### src/rtl/common_gnss_types_pkg.sv
// Shared GNSS front-end types: replay FSM states and small width helpers.
package common_gnss_types_pkg;

  typedef enum logic [1:0] {
    ST_IDLE  = 2'd0,
    ST_LOAD  = 2'd1,
    ST_RUN   = 2'd2,
    ST_STALL = 2'd3
  } replay_state_t;

  // Slot pointer width; never zero so a single-slot word still gets a 1-bit pointer.
  function automatic int ptr_width(input int slots);
    return (slots > 1) ? $clog2(slots) : 1;
  endfunction

endpackage

### src/rtl/gnss_sample_replay_if.sv
// Bus-side word stream into the sample replay block.
interface gnss_sample_replay_if #(
  parameter int IN_W = 32
) ();
  // A word transfers on a rising edge where in_valid && in_ready; the source holds
  // in_data/in_valid stable until that edge, and in_ready never depends on in_valid.
  logic [IN_W-1:0] in_data;
  logic            in_valid;
  logic            in_ready;

  modport master (output in_data, output in_valid, input in_ready);
  modport slave  (input in_data, input in_valid, output in_ready);
endinterface

### src/rtl/gnss_sample_fifo.sv
// Small word FIFO with push/pop/flush and a registered occupancy count.
module gnss_sample_fifo #(
  parameter int WIDTH = 32,
  parameter int DEPTH = 4
) (
  input  logic             clk,
  input  logic             rst,
  input  logic             i_push,
  input  logic             i_pop,
  input  logic             i_flush,
  input  logic [WIDTH-1:0] i_data,
  output logic [WIDTH-1:0] o_data,
  output logic             o_full,
  output logic             o_empty
);
  localparam int AW = $clog2(DEPTH);
  localparam logic [AW:0] FULL_CNT = (AW + 1)'(DEPTH);

  logic [WIDTH-1:0] r_mem [DEPTH];
  logic [AW-1:0]    r_wr_ptr;
  logic [AW-1:0]    r_rd_ptr;
  logic [AW:0]      r_count;
  logic             w_push;
  logic             w_pop;

  // Full is taken from the registered count, so a same-cycle pop never frees a slot.
  assign o_full  = (r_count == FULL_CNT);
  assign o_empty = (r_count == '0);
  assign w_push  = i_push && !o_full && !i_flush;
  assign w_pop   = i_pop && !o_empty;
  assign o_data  = r_mem[r_rd_ptr];

  always_ff @(posedge clk) begin
    if (w_push) r_mem[r_wr_ptr] <= i_data;
  end

  always_ff @(posedge clk or posedge rst) begin
    if (rst) begin
      r_wr_ptr <= '0;
      r_rd_ptr <= '0;
      r_count  <= '0;
    end else if (i_flush) begin
      r_wr_ptr <= '0;
      r_rd_ptr <= '0;
      r_count  <= '0;
    end else begin
      if (w_push) r_wr_ptr <= r_wr_ptr + 1'b1;
      if (w_pop)  r_rd_ptr <= r_rd_ptr + 1'b1;
      case ({w_push, w_pop})
        2'b10:   r_count <= r_count + 1'b1;
        2'b01:   r_count <= r_count - 1'b1;
        default: r_count <= r_count;
      endcase
    end
  end

endmodule

### src/rtl/gnss_sample_replay.sv
// Serialises buffered sample words into CHANNELS x SAMPLE_W groups, one per tick,
// LSB group first, with sticky underrun detection.
module gnss_sample_replay
  import common_gnss_types_pkg::*;
#(
  parameter int IN_W     = 32,
  parameter int SAMPLE_W = 1,
  parameter int CHANNELS = 1,
  parameter int DEPTH    = 4
) (
  input  logic                           clk,
  input  logic                           rst,
  input  logic                           i_en,
  input  logic                           i_flush,
  input  logic                           i_tick,
  input  logic                           i_clear_underrun,
  gnss_sample_replay_if.slave            s_in,
  output logic [SAMPLE_W*CHANNELS-1:0]   o_sample_out,
  output logic                           o_sample_valid,
  output logic                           o_underrun,
  output logic [31:0]                    o_sample_count,
  output replay_state_t                  o_state
);
  localparam int OUT_W = SAMPLE_W * CHANNELS;
  localparam int SLOTS = IN_W / OUT_W;
  localparam int PTR_W = ptr_width(SLOTS);
  localparam logic [PTR_W-1:0] LAST_SLOT = PTR_W'(SLOTS - 1);

  replay_state_t    r_state;
  replay_state_t    w_next_state;
  logic [IN_W-1:0]  r_shift;
  logic [PTR_W-1:0] r_ptr;
  logic [OUT_W-1:0] r_sample_out;
  logic             r_sample_valid;
  logic             r_underrun;
  logic [31:0]      r_sample_count;
  logic             w_pop;
  logic             w_emit;
  logic             w_underrun_evt;
  logic             w_full;
  logic             w_empty;
  logic [IN_W-1:0]  w_fifo_data;

  gnss_sample_fifo #(.WIDTH(IN_W), .DEPTH(DEPTH)) u_fifo (
    .clk     (clk),
    .rst     (rst),
    .i_push  (s_in.in_valid),
    .i_pop   (w_pop),
    .i_flush (i_flush),
    .i_data  (s_in.in_data),
    .o_data  (w_fifo_data),
    .o_full  (w_full),
    .o_empty (w_empty)
  );

  assign s_in.in_ready  = !w_full;
  assign o_sample_out   = r_sample_out;
  assign o_sample_valid = r_sample_valid;
  assign o_underrun     = r_underrun;
  assign o_sample_count = r_sample_count;
  assign o_state        = r_state;

  always_comb begin
    w_next_state   = r_state;
    w_pop          = 1'b0;
    w_emit         = 1'b0;
    w_underrun_evt = 1'b0;
    if (!i_en) begin
      w_next_state = ST_IDLE;
    end else begin
      case (r_state)
        ST_IDLE: w_next_state = ST_LOAD;
        ST_LOAD: begin
          if (!w_empty) begin
            w_pop        = 1'b1;
            w_next_state = ST_RUN;
          end
        end
        ST_RUN: begin
          if (i_tick) begin
            w_emit = 1'b1;
            // Reload on the last slot's tick keeps back-to-back words gapless.
            if (r_ptr == LAST_SLOT) begin
              if (!w_empty) w_pop = 1'b1;
              else          w_next_state = ST_STALL;
            end
          end
        end
        ST_STALL: begin
          // A tick on the reload cycle is still lost, hence an underrun either way.
          w_underrun_evt = i_tick;
          if (!w_empty) begin
            w_pop        = 1'b1;
            w_next_state = ST_RUN;
          end
        end
        default: w_next_state = ST_IDLE;
      endcase
    end
  end

  always_ff @(posedge clk or posedge rst) begin
    if (rst) begin
      r_state        <= ST_IDLE;
      r_shift        <= '0;
      r_ptr          <= '0;
      r_sample_out   <= '0;
      r_sample_valid <= 1'b0;
      r_underrun     <= 1'b0;
      r_sample_count <= '0;
    end else begin
      r_state        <= w_next_state;
      r_sample_valid <= w_emit;
      if (w_emit) begin
        r_sample_out   <= r_shift[OUT_W-1:0];
        r_sample_count <= r_sample_count + 32'd1;
      end
      if (w_pop) begin
        r_shift <= w_fifo_data;
        r_ptr   <= '0;
      end else if (w_emit) begin
        r_shift <= r_shift >> OUT_W;
        r_ptr   <= r_ptr + 1'b1;
      end else if (!i_en) begin
        r_ptr   <= '0;
      end
      if (w_underrun_evt)                  r_underrun <= 1'b1;
      else if (i_clear_underrun || !i_en)  r_underrun <= 1'b0;
    end
  end

endmodule
### src/flat_wrapper.sv
// flat-port wrapper written by rule: the top's interface ports become plain ports
module gnss_sample_replay_flat import common_gnss_types_pkg::*;
#(
  parameter int IN_W     = 32,
  parameter int SAMPLE_W = 1,
  parameter int CHANNELS = 1,
  parameter int DEPTH    = 4
)
  (clk, rst, i_en, i_flush, i_tick, i_clear_underrun, o_sample_out, o_sample_valid, o_underrun, o_sample_count, o_state, s_in_in_data, s_in_in_valid, s_in_in_ready);
  gnss_sample_replay_if #(.IN_W(IN_W)) s_in_i ();
  input  logic clk;
  input  logic rst;
  input  logic i_en;
  input  logic i_flush;
  input  logic i_tick;
  input  logic i_clear_underrun;
  output logic [SAMPLE_W*CHANNELS-1:0] o_sample_out;
  output logic o_sample_valid;
  output logic o_underrun;
  output logic [31:0] o_sample_count;
  output replay_state_t o_state;
  input wire logic [$bits(s_in_i.in_data)-1:0] s_in_in_data;
  input wire logic [$bits(s_in_i.in_valid)-1:0] s_in_in_valid;
  output wire logic [$bits(s_in_i.in_ready)-1:0] s_in_in_ready;
  assign s_in_i.in_data = s_in_in_data;
  assign s_in_i.in_valid = s_in_in_valid;
  assign s_in_in_ready = s_in_i.in_ready;
  gnss_sample_replay #(.IN_W(IN_W), .SAMPLE_W(SAMPLE_W), .CHANNELS(CHANNELS), .DEPTH(DEPTH)) u_core (.clk(clk), .rst(rst), .i_en(i_en), .i_flush(i_flush), .i_tick(i_tick), .i_clear_underrun(i_clear_underrun), .s_in(s_in_i), .o_sample_out(o_sample_out), .o_sample_valid(o_sample_valid), .o_underrun(o_underrun), .o_sample_count(o_sample_count), .o_state(o_state));
endmodule
### config.mk
export PLATFORM = sky130hd
export DESIGN_NAME = gnss_sample_replay_flat
export DESIGN_NICKNAME = d
export VERILOG_FILES = /design/src/rtl/common_gnss_types_pkg.sv /design/src/rtl/gnss_sample_replay_if.sv /design/src/rtl/gnss_sample_fifo.sv /design/src/rtl/gnss_sample_replay.sv /design/src/flat_wrapper.sv
export SDC_FILE = /design/constraint.sdc
export NUM_CORES = 1
export LEC_CHECK = 0
export CORE_UTILIZATION = 55
export CTS_BUF_LIST = sky130_fd_sc_hd__clkbuf_16
export DETAILED_ROUTE_END_ITERATION = 7
export PLACE_DENSITY = 0.81
export SYNTH_ARGS = -nofsm -noshare
export SYNTH_HDL_FRONTEND = slang
export SYNTH_HIERARCHICAL = 1
export SYNTH_SLANG_ARGS = --single-unit
### constraint.sdc
create_clock -name clk -period 3 [get_ports clk]
set_input_delay 0.6 -clock clk [delete_from_list [all_inputs] [get_ports clk]]
set_output_delay 0.6 -clock clk [all_outputs]
set_load 0.05 [all_outputs]
==> results.md <==
* CP max-delay cell: clkdlybuf4s50_1
* Yosys warning total at 6
* First drt pass iteration count at 5
* Chip Width at around 130 µm
* Final Cell Area at ~10000 µm²
* Synth area leader: edfxtp_1
* Setup crit start kind: flip-flop
* Combinational fraction of design power at 9.2%
* Grt ovf at 0
* Reg2reg start: u_core/r_ptr[0]$_DFFE_PP0P_
* Postcts setup bufs at 0
* Clk root buf: clkbuf_16
* Placer Congestion at about 0.8
* Max_slew headroom at 63.16%
* Post-synth cell types at 50
* Critical path class: reg2out
* Area grow syn2layout at 20.49%
* Iteration-0 DRC Markers at 307
* Hpwl dp at 9.752 mm
* Mean cell area of the mapped netlist at around 16 µm²
* TritonCTS clock tree: done
* Largest stage delay, worst path at about 0.71 ns
* Power Density at 659.0 nW/µm²
* Row cnt at between 40 and 50
* Antenna violations before repair at 0
* Die height at about 130 µm
* Total Routing Usage GR at 20.89%
* Worst path bufs/invs at 2
* CTS max path bufs at 3
* Sw Ratio at 23.84%
* Routed wl met2 at 8.229 mm
* Antenna Violating Nets Remaining at 0
* Dominant cells by area after synthesis: edfxtp_1 (44%), dfrtp_1 (23%), mux4_2 (8.3%), mux2i_1 (3.6%), xnor2_1 (2.9%)
* Clk_skew at 0.02516 ns
* I/O Pins at just under 80
* Post-synth top area share at 44.48%
* Period utilization at 94.75%
* Async SR Flop Fraction at 38.76%
* Vias at roughly 5000
* # setup viols final at 0
* Clk_lat worst skew at 0.53 ns
* Final Slew Violations at 0
* Setup_tns at 0 ns
* CTS H-tree lvls at 1
* Crit path max fanout at 12
* Post-CTS Resized at 0
* Placed inst area at 9683 µm²
* Worst Reg-to-Reg Cells at 11
* Delay-heaviest family, CP: buffers and inverters
* Internal power at 5.226 mW
* Outcome: finished clean
* Ratio of cells with drive above 1 in the final layout at 13.94%
* Post-synth EDFFs at roughly 130
* Register area share after synthesis at roughly 68%
* Clk slew on worst S/H paths at 0.06 ns
* Worst hold-check path type: in2async
* Critical Path Sink Type: output port
* Most frequent cells in the layout: edfxtp_1 (128), dfrtp_1 (80), clkdlybuf4s50_1 (76), nand2_1 (52), o21ai_0 (38)
* PortBufs at 76
* Maxcap violations at 0
* P_sw at 1.636 mW
* Pleak at 3.904 nW
* Commonest non-fill, non-tap cell in the layout: edfxtp_1
* # DRC at 0
* Drt via density at 5.786
* Final Hold Fails at 0
* Worst r2r dst: u_core/u_fifo/r_count[1]$_DFFE_PP0P_
* Core box area at between 15000 and 20000 µm²
* Critical Path Source: u_core/u_fifo/r_count[2]$_DFFE_PP0P_
* Number of buffers created by CTS at 22
* Worst endpoint required time at 2.40 ns
* Diode count at 0
* Per-cell routed wire length at 18.69 µm
* DR top layer: met4
* Drt total wl at 16.15 mm
* Pin count of the biggest net entering global routing at 65
* Fmax at 351.8 MHz
* Syn nets at slightly below 600
* Finished Core Util at just under 70%
* Global-route wire length before repair at 26.13 mm
* Fin nets at 685
* Cell Area, Synth at 8642 µm²
* Worst Path Arrival at 2.24 ns
* Die area at between 15000 and 20000 µm²
* Clock period minus final worst setup slack at 2.843 ns
* Hold-fix buffer count after cts at 0
* RSZ-0062 raised after global routing: false
* Maximum VDD drop at 662.4 µV
* Metal3 WL at roughly 870 µm
* Seq pwr share at 51.5%
* CP Cell Sequence: nor3b_2, inv_1, clkdlybuf4s50_1
* Reg2reg setup slack at 0.31 ns
* Ys flop type: edfxtp_1
* Clock power share at 39.3%
* Mapped Cells at 550
* Slew @ Worst Pin at 0.5526 ns
* Vias in the first global route at 5180
* Met1 Routed Length at approximately 6.8 mm
* Initial Util at 56.64%
* Clock Sinks at between 200 and 250
* Yosys reg bits at 209
-- state kept, by name, indices dropped and copies added, names as in the netlist --
signal / cells
u_core/o_sample_count: 32
u_core/o_sample_out: 1
u_core/o_sample_valid: 1
u_core/o_state: 2
u_core/o_underrun: 1
u_core/r_ptr: 5
u_core/r_shift: 32
u_core/u_fifo/r_count: 3
u_core/u_fifo/r_mem: 128
u_core/u_fifo/r_rd_ptr: 2
u_core/u_fifo/r_wr_ptr: 2
-- metrics by stage --
| step | instances | power, mW | worst slack, ns | hold slack (ns) |
|---|---|---|---|---|
| 2_1_floorplan | 550 | 3.934 | 0.2366 | 0.4034 |
| 3_3_place_gp | 825 | 4.148 | 0.3873 | 0.4604 |
| 3_5_place_dp | 825 | 4.203 | 0.3092 | 0.4854 |
| 4_1_cts | 864 | 6.927 | 0.1276 | 0.3989 |
| 5_1_grt | 864 | 7.115 | 0.06769 | 0.4271 |
| 6_report | 864 | 6.862 | 0.1574 | 0.4073 |
-- cell families (layout without fill, tap and decap cells) --
family,count (synthesis),in the layout,share of synthesized area [%]
flip-flops,209,209,67.93
XOR/XNOR,34,34,3.446
adder cells (fa/ha/maj),8,8,1.245
buffers and inverters,39,142,2.476
multiplexers,64,64,12.06
AO/OA/AOI/OAI,61,61,4.300
AND/OR/NAND/NOR,135,135,8.542
-- synth_stat cells (5+ instances only) --
cell type	number
buf_2	12
and2_1	7
nand3_1	17
nand4_1	16
nor3_1	7
o21ai_0	38
nand2_1	52
clkbuf_1	6
inv_1	9
edfxtp_1	128
mux4_2	32
buf_4	6
dfrtp_1	81
ha_1	7
mux2i_1	31
nor2_1	8
xor2_1	5
and3_1	7
xnor2_1	29
-- worst max path at each step --
stage | end | depth (start not counted) | slack (ns)
floorplan | u_core/u_fifo/r_count[1]$_DFFE_PP0P_ | 13 | 0.24
global route | s_in_in_ready | 3 | 0.07
CTS | s_in_in_ready | 3 | 0.13
global placement | u_core/u_fifo/r_count[1]$_DFFE_PP0P_ | 9 | 0.39
finish | s_in_in_ready | 3 | 0.16
detailed placement | u_core/u_fifo/r_count[1]$_DFFE_PP0P_ | 9 | 0.31
-- cell type report --
cell class | instances | area [µm²]
Sequential cell | 209 | 5872
Fill cell | 992 | 4846
Multi-Input combinational cell | 302 | 2562
Timing Repair Buffer | 92 | 943.4
Clock buffer | 22 | 550.5
Tap cell | 211 | 264.0
Clock inverter | 17 | 178.9
Inverter | 11 | 41.29
-- routing by layer --
metal | vias up | GRT usage [%]
li1 | 2256 | -
met3 | 29 | 3.894
met2 | 167 | 36.07
met1 | 2547 | 27.11
met4 | 0 | 6.303
met5 | - | 0
-- power groups by stage --
stage | clock network [mW] | registers [mW] | logic (mW)
finish | 2.70 | 3.53 | 0.631
floorplan | 0 | 3.59 | 0.345
detailed placement | 0 | 3.58 | 0.628
CTS | 2.76 | 3.53 | 0.640
global placement | 0 | 3.55 | 0.594
global route | 2.86 | 3.56 | 0.697
(Power assumes the default switching activity.)
